<file path="config.mk">
export PLATFORM = sky130hd
export DESIGN_NAME = avalon_switch_capture_flat
export DESIGN_NICKNAME = d
export VERILOG_FILES = /design/src/rtl/swcap_pkg.sv /design/src/rtl/avalon_switch_capture_if.sv /design/src/rtl/swcap_debounce_bit.sv /design/src/rtl/avalon_switch_capture.sv /design/src/flat_wrapper.sv
export SDC_FILE = /design/constraint.sdc
export NUM_CORES = 1
export LEC_CHECK = 0
export CORE_MARGIN = 1
export CORE_UTILIZATION = 30
export CTS_BUF_LIST = sky130_fd_sc_hd__clkbuf_2
export CTS_CLUSTER_SIZE = 20
export DETAILED_ROUTE_END_ITERATION = 10
export MAX_ROUTING_LAYER = met4
export SYNTH_ARGS = -nofsm -noshare
export SYNTH_HDL_FRONTEND = slang
export SYNTH_SLANG_ARGS = --single-unit
export TNS_END_PERCENT = 50
</file>
<file path="constraint.sdc">
create_clock -name clk -period 6.3 [get_ports clk]
set_input_delay 1.575 -clock clk [delete_from_list [all_inputs] [get_ports clk]]
set_output_delay 1.575 -clock clk [all_outputs]
set_load 0.05 [all_outputs]
</file>
<file path="src/rtl/swcap_pkg.sv">
// Shared constants for the switch/key capture responder: register map and bus widths.
package swcap_pkg;

  localparam int unsigned DATA_W = 32;
  localparam int unsigned ADDR_W = 2;

  localparam logic [ADDR_W-1:0] ADDR_DATA = 2'd0;
  localparam logic [ADDR_W-1:0] ADDR_MASK = 2'd1;
  localparam logic [ADDR_W-1:0] ADDR_EDGE = 2'd2;

endpackage : swcap_pkg

</file>
<file path="src/rtl/avalon_switch_capture_if.sv">
// Avalon-MM responder bus (fixed read latency 1, no waitrequest).
interface avalon_switch_capture_if;
  import swcap_pkg::*;

  logic [ADDR_W-1:0] address;
  logic              chipselect;
  logic              read;
  logic              write;
  logic [DATA_W-1:0] writedata;
  logic [DATA_W-1:0] readdata;

  modport master (
    output address, chipselect, read, write, writedata,
    input  readdata
  );

  modport slave (
    input  address, chipselect, read, write, writedata,
    output readdata
  );

endinterface : avalon_switch_capture_if

</file>
<file path="src/rtl/swcap_debounce_bit.sv">
// One input bit: 2-flop synchroniser followed by a tick-sampled debounce counter.
// toggle is combinational and marks the clock edge on which deb flips.
module swcap_debounce_bit #(
  parameter int unsigned STABLE_TICKS = 8
) (
  input  logic clk,
  input  logic reset,
  input  logic tick,
  input  logic raw,
  output logic deb,
  output logic toggle
);

  localparam int unsigned CNT_W = $clog2(STABLE_TICKS + 1);

  logic [1:0]       sync_q;
  logic [CNT_W-1:0] cnt;
  logic             differ;

  assign differ = sync_q[1] ^ deb;
  assign toggle = differ & tick & (cnt == CNT_W'(STABLE_TICKS - 1));

  // Sync flops reset to 0 alongside deb, so releasing reset never looks like an edge.
  always_ff @(posedge clk or posedge reset) begin
    if (reset) begin
      sync_q <= 2'b00;
      deb    <= 1'b0;
      cnt    <= '0;
    end else begin
      sync_q <= {sync_q[0], raw};
      if (!differ) begin
        cnt <= '0;
      end else if (toggle) begin
        deb <= ~deb;
        cnt <= '0;
      end else if (tick) begin
        cnt <= cnt + CNT_W'(1);
      end
    end
  end

endmodule : swcap_debounce_bit

</file>
<file path="src/rtl/avalon_switch_capture.sv">
// Avalon-MM switch/key capture: debounced level, sticky edge capture, optional interrupt.
// Build option: define SWCAP_IRQ_EN to implement the MASK register and the irq output.
module avalon_switch_capture
  import swcap_pkg::*;
#(
  parameter int unsigned WIDTH        = 10,
  parameter int unsigned TICK_DIV     = 50000,
  parameter int unsigned STABLE_TICKS = 8
) (
  input  logic                   clk,
  input  logic                   reset,
  avalon_switch_capture_if.slave bus,
  input  logic [WIDTH-1:0]       sw_in,
  output logic                   irq
);

  localparam int unsigned PRE_W = $clog2(TICK_DIV);

  logic [PRE_W-1:0] presc;
  logic             tick;
  logic [WIDTH-1:0] deb;
  logic [WIDTH-1:0] toggle;
  logic [WIDTH-1:0] edge_cap;
  logic [WIDTH-1:0] mask;
  logic [WIDTH-1:0] wdata;
  logic             rd_en;
  logic             wr_en;
  logic             wr_edge;
  logic [DATA_W-1:0] rd_next;

  assign rd_en   = bus.chipselect & bus.read;
  assign wr_en   = bus.chipselect & bus.write;
  assign wr_edge = wr_en & (bus.address == ADDR_EDGE);
  assign wdata   = bus.writedata[WIDTH-1:0];

  if (WIDTH < DATA_W) begin : g_wdata_upper
    logic unused_wdata_upper;
    assign unused_wdata_upper = ^bus.writedata[DATA_W-1:WIDTH];
  end

  // Debounce sample prescaler, one-cycle tick at the terminal count.
  assign tick = (presc == PRE_W'(TICK_DIV - 1));

  always_ff @(posedge clk or posedge reset) begin
    if (reset) begin
      presc <= '0;
    end else if (tick) begin
      presc <= '0;
    end else begin
      presc <= presc + PRE_W'(1);
    end
  end

  for (genvar i = 0; i < WIDTH; i++) begin : g_bit
    swcap_debounce_bit #(
      .STABLE_TICKS(STABLE_TICKS)
    ) u_deb (
      .clk    (clk),
      .reset  (reset),
      .tick   (tick),
      .raw    (sw_in[i]),
      .deb    (deb[i]),
      .toggle (toggle[i])
    );
  end

  // Sticky edge capture; a new edge overrides a simultaneous write-1-to-clear.
  always_ff @(posedge clk or posedge reset) begin
    if (reset) begin
      edge_cap <= '0;
    end else if (wr_edge) begin
      edge_cap <= (edge_cap & ~wdata) | toggle;
    end else begin
      edge_cap <= edge_cap | toggle;
    end
  end

`ifdef SWCAP_IRQ_EN
  always_ff @(posedge clk or posedge reset) begin
    if (reset) begin
      mask <= '0;
      irq  <= 1'b0;
    end else begin
      if (wr_en && (bus.address == ADDR_MASK)) begin
        mask <= wdata;
      end
      irq <= |(edge_cap & mask);
    end
  end
`else
  assign mask = '0;
  assign irq  = 1'b0;
`endif

  // Read mux uses pre-update register values, so same-cycle writes read back old data.
  always_comb begin
    rd_next = '0;
    case (bus.address)
      ADDR_DATA: rd_next = DATA_W'(deb);
      ADDR_MASK: rd_next = DATA_W'(mask);
      ADDR_EDGE: rd_next = DATA_W'(edge_cap);
      default:   rd_next = '0;
    endcase
  end

  always_ff @(posedge clk or posedge reset) begin
    if (reset) begin
      bus.readdata <= '0;
    end else if (rd_en) begin
      bus.readdata <= rd_next;
    end
  end

endmodule : avalon_switch_capture

</file>
<file path="src/flat_wrapper.sv">
// flat-port wrapper written by rule: the top's interface ports become plain ports
module avalon_switch_capture_flat import swcap_pkg::*;
#(
  parameter int unsigned WIDTH        = 10,
  parameter int unsigned TICK_DIV     = 50000,
  parameter int unsigned STABLE_TICKS = 8
)
  (clk, reset, sw_in, irq, bus_address, bus_chipselect, bus_read, bus_write, bus_writedata, bus_readdata);
  avalon_switch_capture_if bus_i ();
  input  logic clk;
  input  logic reset;
  input  logic [WIDTH-1:0] sw_in;
  output logic irq;
  input wire logic [$bits(bus_i.address)-1:0] bus_address;
  input wire logic [$bits(bus_i.chipselect)-1:0] bus_chipselect;
  input wire logic [$bits(bus_i.read)-1:0] bus_read;
  input wire logic [$bits(bus_i.write)-1:0] bus_write;
  input wire logic [$bits(bus_i.writedata)-1:0] bus_writedata;
  output wire logic [$bits(bus_i.readdata)-1:0] bus_readdata;
  assign bus_i.address = bus_address;
  assign bus_i.chipselect = bus_chipselect;
  assign bus_i.read = bus_read;
  assign bus_i.write = bus_write;
  assign bus_i.writedata = bus_writedata;
  assign bus_readdata = bus_i.readdata;
  avalon_switch_capture #(.WIDTH(WIDTH), .TICK_DIV(TICK_DIV), .STABLE_TICKS(STABLE_TICKS)) u_core (.clk(clk), .reset(reset), .bus(bus_i), .sw_in(sw_in), .irq(irq));
endmodule
</file>
### Yosys cells after proc, flatten, opt, wreduce, memory -nomap -nowiden

Index checks and enable logic that the tools add are counted.

| storage, ports and cells | value |
|---|---|
| bits in registers | 128 |
| input bits | 49 |
| output and inout bits | 33 |
| word-level logic and storage cells | 157 |

| cells by class | value |
|---|---|
| $add $sub $neg | 11 |
| equality and inequality tests | 22 |
| muxes and demuxes | 33 |
| bitwise gates (word level) | 47 |
| reductions and logical operators | 11 |

Operators with widths:

| operator | count |
|---|---|
| 2-to-1 mux 4 bit | 30 |
| adder 4 x 1 -> 4 bit (second input constant) | 10 |
| == test 4 x 3 -> 1 bit (second input constant) | 10 |
| inequality test 3 x 2 -> 1 bit (second input constant) | 9 |
| AND 1 bit | 23 |
| bitwise OR 10 bit | 2 |
| case mux 10 bit (2 select lines) | 1 |
| AND reduction 2 bit | 10 |
| adder 16 x 1 -> 16 bit (second input constant) | 1 |
| == test 16 bit (second input constant) | 1 |
| 2-to-1 mux 16 bit | 1 |
| AND 10 bit | 1 |
| 2-to-1 mux 10 bit | 1 |
| inverter 1 bit | 10 |
| inverter 10 bit | 1 |
| bitwise XOR 1 bit | 10 |
| inequality test 3 bit (second input constant) | 1 |
| == test 2 bit (second input constant) | 1 |
| logical NOT 2 bit | 1 |

### Longest topological paths before layout

| depth | value |
|---|---|
| word-level depth | 5 |
| gate-level depth with buffers | 8 |
| mapped depth without buffers | 5 |

### Cells and area by module

From an unflattened synthesis, not the netlist that was laid out.

| unflattened totals | value |
|---|---|
| cells, all modules | 435 |
| area total of the unflattened synthesis | 4843.4 µm² |

By module, submodules not included:

| module | instances | cells an instance | area each (µm²) |
|---|---|---|---|
| swcap_debounce_bit | 10 | 26 | 305.3 |
| avalon_switch_capture | 1 | 175 | 1790.5 |

### Least setup slack after synthesis

OpenSTA, ideal clock, no wires.

| path | value |
|---|---|
| path kind | input port to flip-flop |
| from | in bus_address[1] |
| to | reg u_core.bus.readdata[8] |
| library setup time | 0.130 ns |
| data arrival time | 2.312 ns |
| path slack | 3.858 ns |
| cell stages on the path | 3 |
| cells stage by stage | clkbuf_1 mux2i_1 o21ai_0 |

| between the ends | value |
|---|---|
| word-level cells in the longest chain between the ends | 2 |

Ends and longest elaborated chain:

| element | RTL line | RTL |
|---|---|---|
| from (decl) | flat_wrapper.sv:14 | `input wire logic [$bits(bus_i.address)-1:0] bus_address;` |
| == test 2 bit or logical NOT 2 bit (tied branches) | avalon_switch_capture.sv:98 | `case (bus.address)` |
| case mux 10 bit (2 select lines) (*) | avalon_switch_capture.sv:98 |  |
| to (signal assigned) | avalon_switch_capture.sv:110 | `bus.readdata <= rd_next;` |
| to (decl) | avalon_switch_capture_if.sv:19 | `output readdata` |

Mark *: on every way between the ends. The rest lies on a longest branch, timed or not.
A chain may end at the register's enable or synchronous reset.

### Worst setup path after layout

| path | value |
|---|---|
| from | reg u_core.bus.readdata[2] |
| to | out bus_readdata[2] |

RTL lines:

| element | RTL line | RTL |
|---|---|---|
| to (decl) | flat_wrapper.sv:19 | `output wire logic [$bits(bus_i.readdata)-1:0] bus_readdata;` |

No word-level cell between the ends.

==> impl_metrics.json <==
{
  "wl_mm": 9.28,
  "avgSynthCellArea_um2": 10.6,
  "die_h_um": 130,
  "cts.htree.levels": 3,
  "critPathBufInv": 1,
  "leakagePower_uw": 0.00238,
  "drc": 0,
  "dr.pass1.iters": 4,
  "track_usage": 0.124,
  "critical_path_class": "register to primary output",
  "layout.nets": 556,
  "slew_headroom": 0.374,
  "slowest_stage": "clkdlybuf4s50_1",
  "finalSetupViolations": 0,
  "tightest_slew_ns": 0.936,
  "cts.hold.buffers_added": 0,
  "final_common_cell": "dfrtp_1",
  "tns_ns": 0,
  "final_cell_mix": "dfrtp_1 (106), nand2_1 (74), a21oi_1 (41)",
  "crit_family": "buffers and inverters",
  "p_per_area_mw_per_mm2": 191,
  "ioPinCount": 82,
  "postRouteAntennaNets": 0,
  "first_global_vias": 3255,
  "drive_gt1_frac": 0.0878,
  "cts_resized": 0,
  "status": "complete, no violations",
  "seq_area_frac_synth": 0.542,
  "worstPathArrival_ns": 1.79,
  "hold_ws_ns": 0.357,
  "cp_data_required_time_ns": 4.72,
  "root_buffer": "clkbuf_2",
  "vdd_drop_max_mv": 0.104,
  "via_per_inst": 4.73,
  "synthToLayoutAreaGrowth_pct": 11.6,
  "critPathLaunchType": "register",
  "fp-row-count": 46,
  "rsz0062_at_grt": "no",
  "vias": 3391,
  "core_area_mm2": 0.0159,
  "dp_hpwl_mm": 6.20,
  "start_util": 0.308,
  "period_share": 0.534,
  "grt_pass1_wl_mm": 15.7,
  "post_drt_wl_per_cell_um": 12.9,
  "dieArea_mm2": 0.0168,
  "clockBufferDepth": 2,
  "place.gp.congestion": 0.780,
  "ys_ff_latch": 106,
  "clk_pin_slew_ns": 0.27,
  "port-buffer-count": 36,
  "cts_tree": "yes",
  "synth_warnings": 0,
  "grt_max_degree": 76,
  "clkLatencyLatePin_ns": 0.58,
  "fmax_mhz": 297,
  "drt-initial-drc-count": 196,
  "timing.max_cap.violations": 0,
  "gr-total-overflow": 0,
  "finalHoldViolCount": 0,
  "max_stage_delay_ns": 0.80,
  "synth_area_mm2": 0.00489,
  "numCtsBuffers": 9,
  "critPathMaxFanout": 2,
  "cp-end-kind": "primary output",
  "antenna_found_initial": 0,
  "diodes": 0,
  "skew_ns": 0.0300,
  "period_needed_ns": 3.36,
  "cts_sinks": 106,
  "finalMaxSlewViolations": 0,
  "path_cells": "clkdlybuf4s50_1",
  "synthCells": 462,
  "synth_cell_types": 33,
  "hp-class": "register to register",
  "cts_setup_buffers": 0,
  "die_w_um": 130
}
[area by class of cell]
class | instances | area, µm²
fillers | 1613 | 10400
flip-flops and latches | 106 | 2650
multi-input cells | 328 | 2030
repair buffers | 38 | 375
well taps | 216 | 270
clock buffers | 11 | 55.1
inverters | 13 | 51.3
clock inverters | 5 | 31.3
[layer usage]
metal | track usage | part of all wire | wire length [µm]
met1 | 0.159 | 0.48 | 4450
met2 | 0.197 | 0.46 | 4310
met3 | 0.0299 | 0.047 | 432
met4 | 0.0315 | 0.0084 | 78
met5 | - | 0 | 0
[logic make-up after synthesis]
family,Yosys count,share of synthesized area
AOI/OAI and AO/OA,91,0.110
xor gates and xnor gates,32,0.0573
adders and majority gates,11,0.0281
buffers and inverters,50,0.0609
DFF,106,0.542
muxes,20,0.0435
other,1,0.000766
and+or+nand+nor,151,0.158
[state kept, by name, indices dropped and copies added (netlist names)]
signal,flops
u_core.edge_cap,10
u_core.g_bit.u_deb.sync_q,20
u_core.presc,16
u_core.g_bit.u_deb.deb,10
u_core.bus.readdata,10
u_core.g_bit.u_deb.cnt,40
[synthesized netlist by cell type]
cell | instances | area, µm²
a21oi_1 | 41 | 205
a22o_1 | 9 | 78.8
a31o_2 | 10 | 87.6
a31oi_1 | 9 | 56.3
and2_1 | 1 | 6.26
and3_1 | 2 | 12.5
and4_1 | 10 | 87.6
and4b_1 | 1 | 10.0
and4bb_2 | 2 | 25.0
buf_2 | 4 | 20.0
buf_4 | 24 | 180
buf_6 | 2 | 22.5
clkbuf_1 | 7 | 26.3
conb_1 | 1 | 3.75
dfrtp_1 | 106 | 2650
ha_1 | 11 | 138
inv_1 | 13 | 48.8
mux2_2 | 10 | 113
mux2i_1 | 10 | 100
nand2_1 | 74 | 278
nand3_1 | 15 | 75.1
nand4_1 | 4 | 25.0
nand4_4 | 1 | 21.3
nor2_1 | 21 | 78.8
nor3_1 | 3 | 15.0
nor4_1 | 2 | 12.5
nor4b_4 | 1 | 23.8
o21ai_0 | 22 | 110
or2_2 | 2 | 12.5
or3_1 | 2 | 12.5
or4_1 | 10 | 75.1
xnor2_1 | 16 | 140
xor2_1 | 16 | 140
[worst paths after layout]
| check | startpoint | end | slack [ns] | cells past startpoint |
|---|---|---|---|---|
| setup / recovery | u_core.bus.readdata[2] | bus_readdata[2] | 2.94 | 1 |
| hold / removal | u_core.g_bit[1].u_deb.sync_q[0] | u_core.g_bit[1].u_deb.sync_q[1] | 0.36 | 0 |
| setup reg to reg | u_core.presc[0] | u_core.g_bit[8].u_deb.deb | 3.64 | 6 |
| hold reg to reg | u_core.g_bit[1].u_deb.sync_q[0] | u_core.g_bit[1].u_deb.sync_q[1] | 0.36 | 0 |
| max in group asynchronous | reset | u_core.g_bit[8].u_deb.cnt[2] | 3.80 | 3 |
| min in group asynchronous | reset | u_core.bus.readdata[4] | 1.52 | 2 |
[report_power, final]
group / switching [µW] / internal [µW]
registers: 4.98 / 690
logic: 60.7 / 21.9
clock network: 215 / 53.0
[metrics by stage]
step           utilization  setup slack (ns)  cells  cell area [µm²]  total power (µW)
5_1_grt              0.344              2.79    717             5460              1100
2_1_floorplan            -              1.94    484             4980               773
3_5_place_dp         0.338              2.40    701             5380               791
6_report             0.344              2.94    717             5460              1050
4_1_cts              0.344              2.88    717             5460              1060
3_3_place_gp         0.338              2.44    701             5380               791
Note: power is estimated with default switching activity, not from simulation.
==> edit 1: new RTL, same settings <==
Add a define of `SWCAP_IRQ_EN`.
--- a/src/rtl/avalon_switch_capture.sv
+++ b/src/rtl/avalon_switch_capture.sv
@@ -1,5 +1,7 @@
 // Avalon-MM switch/key capture: debounced level, sticky edge capture, optional interrupt.
 // Build option: define SWCAP_IRQ_EN to implement the MASK register and the irq output.
+`define SWCAP_IRQ_EN
+
 module avalon_switch_capture
   import swcap_pkg::*;
 #(
Formal check against the unedited RTL: not equivalent (Yosys sat finds a counterexample within 4 cycles, from zero or initial values and one cycle with reset high).
==> edit 1 against the unedited design <==
Cell count grew 11%. Setup slack lost 0.21 ns. Sequential cell count grew 11. Area after synthesis grew 9.4%. Wire length grew 14%. Final area grew 12%. Clock skew shrank 0.0057 ns. Critical path type is now input pin to flip-flop.
Power is not compared: it rests on default switching activity, and its combinational part moved more than twofold at a synthesized area within 25%.
==> edit 1: results (changes against the unedited design) <==
Parameter                              Value

Setup path
  Register-to-Register Path Depth    5 (-1)
  Setup crit start    bus_address[1]
  Arrival @ worst endpoint    4.15 ns (+2.36 ns)
  Critical path fanouts, max    12 (+10)

Route
  Violation count after the first detailed-route iteration    239 (+22%)
  Total wire length after detailed routing    10,500 um (+14%)
  Via-to-Cell Ratio    4.82 (+1.9%)

Global routing
  Via count of the first global-routing pass    3,747 (+15%)
  Global router's overall resource usage    12.9% (+0.47 points)
  Global-route wire length before repair    17,800 um (+14%)
  Pin count of the biggest net entering global routing    77 (+1.3%)

Clock tree
  Clock latency on the worst-skew pair    0.67 ns (+0.09 ns)
  Clock edge transition at the registers on the reported setup and hold paths    0.19 ns (-0.08 ns)
  Number of levels the H-tree was split into    4 (+1)
  Number of buffers inserted during clock tree synthesis    17 (+8)

Synth
  Proportion of synthesized chip area in sequential cells    54.7% (+0.49 points)
  List of most frequent post-synthesis cells    117 x dfrtp_1, 85 x nand2_1, 43 x a21oi_1, 31 x o21ai_0, 29 x nor2_1
  Ranking of synthesized cells by area    dfrtp_1 55%, nand2_1 6.0%, a21oi_1 4.0%
  Library cells used by synthesis    41 (+24%)

Place
  Post-detailed-placement half-perimeter wirelength    7370 um (+19%)
  Weighted congestion reported at the end of routability-driven placement    0.793 (+1.7%)
  Port Buffer Count    37 (+2.8%)

Cells and area
  Fraction of final layout cells with drive strength greater than 1    8.60% (-0.19 points)
  Layout net count    617 (+11%)
  Fill cell total of the finished layout    1,719 (+6.6%)

Timing
  Layout Skew    0.0243 ns (-0.00568 ns)
  Max transition margin    37.6% (+0.22 points)

Worst hold path
  Hold_sp    u_core.g_bit[8].u_deb.sync_q[0]

Outcome
  Run status    finished, final reports clean
[edit 1: cell types whose count changed in the layout (fill, tap and decap cells not counted), sizes merged, moves of 9 or more]
cell / unedited run / this run
a211o: 0 / 9
nand2: 74 / 85
or3: 2 / 12
nand3: 15 / 27
dfrtp: 106 / 117
nor3b: 0 / 9
a31oi: 9 / 0
a31o: 10 / 1
and4: 10 / 1
o21ai: 22 / 32
mux2: 10 / 20
[edit 1: power by group through the flow]
stage,clock network (mW),logic [mW],registers [mW]
floorplan,0,0.106,0.877
detailed placement,0,0.202,0.841
finish,0.529,0.199,0.827
global placement,0,0.199,0.839
global route,0.590,0.217,0.834
CTS,0.546,0.202,0.827
[edit 1: worst paths after layout]
| check | to | slack [ns] |
|---|---|---|
| min in group asynchronous | u_core.g_bit[1].u_deb.cnt[0] | 1.42 |
| setup reg to reg | u_core.g_bit[1].u_deb.cnt[3] | 3.64 |
| setup / recovery | u_core.mask[9] | 2.73 |
| hold / removal | u_core.g_bit[8].u_deb.sync_q[1] | 0.37 |
| hold reg to reg | u_core.g_bit[8].u_deb.sync_q[1] | 0.37 |
| max in group asynchronous | u_core.g_bit[1].u_deb.deb | 3.74 |
[edit 1: logic make-up (layout without fill, tap and decap cells)]
kind of cell             count (synthesis)  in the layout  share of synthesized area [%]
AO/OA/AOI/OAI                           92             92                           9.68
multiplexers                            30             30                           6.08
AND/OR/NAND/NOR                        193            193                           17.9
flip-flops                             117            117                           54.7
adder cells (fa/ha/maj)                 11             11                           2.57
XOR/XNOR                                22             22                           3.60
buffers and inverters                   51             83                           5.40
other                                    1             22                         0.0701
[edit 1: stage by stage]
stage | cells | util [%] | instance area [um2] | power [mW]
after floorplan | 538 | - | 5430 | 0.983
after global placement | 763 | 33.8 | 5860 | 1.04
after detailed placement | 763 | 33.8 | 5860 | 1.04
after CTS | 795 | 35.3 | 6120 | 1.58
after global routing | 795 | 35.3 | 6120 | 1.64
final | 795 | 35.3 | 6120 | 1.55
[edit 1: final cells by class]
class                      instances  share of cell area, %
clock buffer                      17                   1.39
inverter                          11                  0.715
timing repair buffer              40                   6.42
clock inverter                    15                   2.90
sequential                       117                   47.8
tap                              225                   4.60
multi-input combinational        370                   36.2
[edit 1: per-layer routing]
layer	up-vias	share of wire, %	global-route usage [%]
met5	-	0	-
met4	0	1.5	5.18
met1	1880	46	15.7
met3	11	4.8	3.67
met2	93	48	19.9
li1	1847	-	-
[edit 1: critical path: stages]
cell and delay [ns]:
clkdlybuf4s50_1 0.77, nor2b_1 0.77, nand3_1 0.57, mux2_2 0.46
==> edit 2: new RTL, same flow settings <==
Without the edit above. Add an input register stage for `sw_in`, cleared by the reset; this delays it by one clock. The other inputs are not delayed to match.
--- a/src/rtl/avalon_switch_capture.sv
+++ b/src/rtl/avalon_switch_capture.sv
@@ -15,6 +15,16 @@
 );
 
   localparam int unsigned PRE_W = $clog2(TICK_DIV);
+
+  logic [WIDTH-1:0] sw_q;
+
+  always_ff @(posedge clk or posedge reset) begin
+    if (reset) begin
+      sw_q <= '0;
+    end else begin
+      sw_q <= sw_in;
+    end
+  end
 
   logic [PRE_W-1:0] presc;
   logic             tick;
@@ -58,7 +68,7 @@
       .clk    (clk),
       .reset  (reset),
       .tick   (tick),
-      .raw    (sw_in[i]),
+      .raw    (sw_q[i]),
       .deb    (deb[i]),
       .toggle (toggle[i])
     );
Behaviour: same outputs for any inputs over 10 cycles, from zero or initial values and one cycle with reset high; that may be too few to reach the edited logic, so the function may still have changed.
==> edit 2 against the unedited design <==
Global-route usage is essentially flat. Final area rose by 4.9%. Power grew 21%. Wire length up 3.7%. Area after synthesis up 4.1%. Setup slack worse by 0.053 ns. Worst hold slack better by 0.0020 ns. Sequential cell count up 10. Critical endpoint is now bus_readdata[0]. Largest cell class unchanged.
==> edit 2: results (changes against the unedited design) <==
Parameter                              Value

Outcome
  Run status    finished, final reports clean

Clock tree
  Number of levels the H-tree was split into    4 (+1)
  Number of buffers inserted to repair setup after CTS    0 (unchanged)
  Clock edge transition at the registers on the reported setup and hold paths    0.16 ns (-0.11 ns)
  Count of clock tree sinks    116 (+9.4%)
  Number of buffers inserted during clock tree synthesis    17 (+8)
  Clock latency on the worst-skew pair    0.66 ns (+0.08 ns)

Place
  Post-detailed-placement half-perimeter wirelength    6290 um (+1.4%)
  Placed Cells    718 (+2.4%)
  Port Buffer Count    36 (unchanged)
  DP Area    5580 um2 (+3.8%)
  Weighted congestion reported at the end of routability-driven placement    0.703 (-9.9%)

Synth
  Asr flop ratio synth    100% (unchanged)
  Ranking of synthesized cells by area    dfrtp_1 57%, nand2_1 6.2%, buf_4 3.7%
  Dominant synthesized flop cell    dfrtp_1
  List of most frequent post-synthesis cells    116 x dfrtp_1, 84 x nand2_1, 33 x a21oi_1, 32 x o21ai_0
  Library cells used by synthesis    39 (+18%)
  Proportion of synthesized chip area in sequential cells    57.0% (+2.8 points)
  Syn. warnings    0 (unchanged)
  Gate count of the mapped netlist    475 (+2.8%)

Cells and area
  Largest registers    u_core.g_bit.u_deb.cnt x40, u_core.g_bit.u_deb.sync_q x20, u_core.presc x16
  Fraction of final layout cells with drive strength greater than 1    8.70% (-0.087 points)
  Non-filler instance count after layout    749 (+4.5%)
  Layout net count    577 (+3.8%)

Setup path
  CP Launch Type    flip-flop
  Internal reg-to-reg setup slack    3.81 ns (+0.17 ns)
  Register-to-Register Path Depth    6 (unchanged)
  Kind of cell with the highest combined delay on the critical path    buffers and inverters
  Launch point of the worst reg-to-reg path    u_core.presc[0]
  Crit Reg-Reg Endpoint    u_core.g_bit[1].u_deb.cnt[0]
  Arrival @ worst endpoint    1.84 ns (+0.05 ns)
  Setup crit start    u_core.bus.readdata[0]

Route
  Via-to-Cell Ratio    4.62 (-2.4%)
  Detailed-route wire length per cell    12.8 um (-0.77%)
  1st-pass router iterations    4 (unchanged)
  Violation count after the first detailed-route iteration    211 (+7.7%)

Power and ir drop
  IR drop worst, VDD    0.0848 mV (-19%)
  Static Leak    2.53 nW (+6.2%)

Worst hold path
  Hold_sp    u_core.g_bit[3].u_deb.sync_q[0]
  Min-delay worst type    flip-flop to flip-flop
  Endpoint, Worst Hold    u_core.g_bit[3].u_deb.sync_q[1]
  Number of cells on the worst hold path    0 (unchanged)

Global routing
  Global router's overall resource usage    12.4% (about the same)
  Global-route wire length before repair    16,300 um (+4.0%)
  Via count of the first global-routing pass    3,439 (+5.7%)
  Initial antenna violation count    0 (unchanged)
  Pin count of the biggest net entering global routing    83 (+9.2%)

Timing
  Layout Skew    0.0293 ns (-0.000626 ns)
  Transition time at the pin with the least slew margin    1.03 ns (+0.0976 ns)
-- edit 2: layout make-up --
type	count	area, um2
clock inverter	8	37.5
timing repair buffer	39	383
sequential	116	2900
fill	1719	10900
clock buffer	23	115
tap	220	275
inverter	12	47.5
multi-input combinational	331	1970
-- edit 2: through the flow --
stage | power [mW] | utilization (%) | setup slack (ns) | hold WS, ns
6_report | 1.26 | 34.6 | 2.88 | 0.359
5_1_grt | 1.33 | 34.6 | 2.74 | 0.375
4_1_cts | 1.29 | 34.6 | 2.77 | 0.368
3_5_place_dp | 0.922 | 33.7 | 2.45 | 0.335
3_3_place_gp | 0.919 | 33.7 | 2.48 | 0.333
2_1_floorplan | 0.890 | - | 1.65 | 0.331
-- edit 2: cells by family after synthesis --
logic type	after synthesis	share of synthesized area, %
adder cells (fa/ha/maj)	11	2.70
AND/OR/NAND/NOR	180	18.3
buffers and inverters	50	5.94
other	1	0.0736
flip-flops	116	57.0
multiplexers	20	4.17
AO/OA/AOI/OAI	75	8.08
XOR/XNOR	22	3.78
-- edit 2: worst max-delay path by stage --
stage               depth (start not counted)                     end  slack, ns
finish                                      1         bus_readdata[0]       2.88
global route                                1         bus_readdata[7]       2.74
CTS                                         1         bus_readdata[8]       2.77
detailed placement                          5      u_core.edge_cap[0]       2.45
global placement                            5      u_core.edge_cap[8]       2.48
floorplan                                   1  u_core.bus.readdata[0]       1.65
-- edit 2: layer usage --
layer,vias up,part of all wire [%],track usage [%]
li1,1679,-,-
met1,1691,44,14.0
met2,77,50,20.0
met3,12,4.8,3.69
met4,0,1.7,6.26
met5,-,0,-
-- edit 2: power breakdown --
part	switching, mW	internal (mW)
Sequential	0.0119	0.771
Combinational	0.0875	0.0354
Clock	0.253	0.103
Total	0.352	0.909
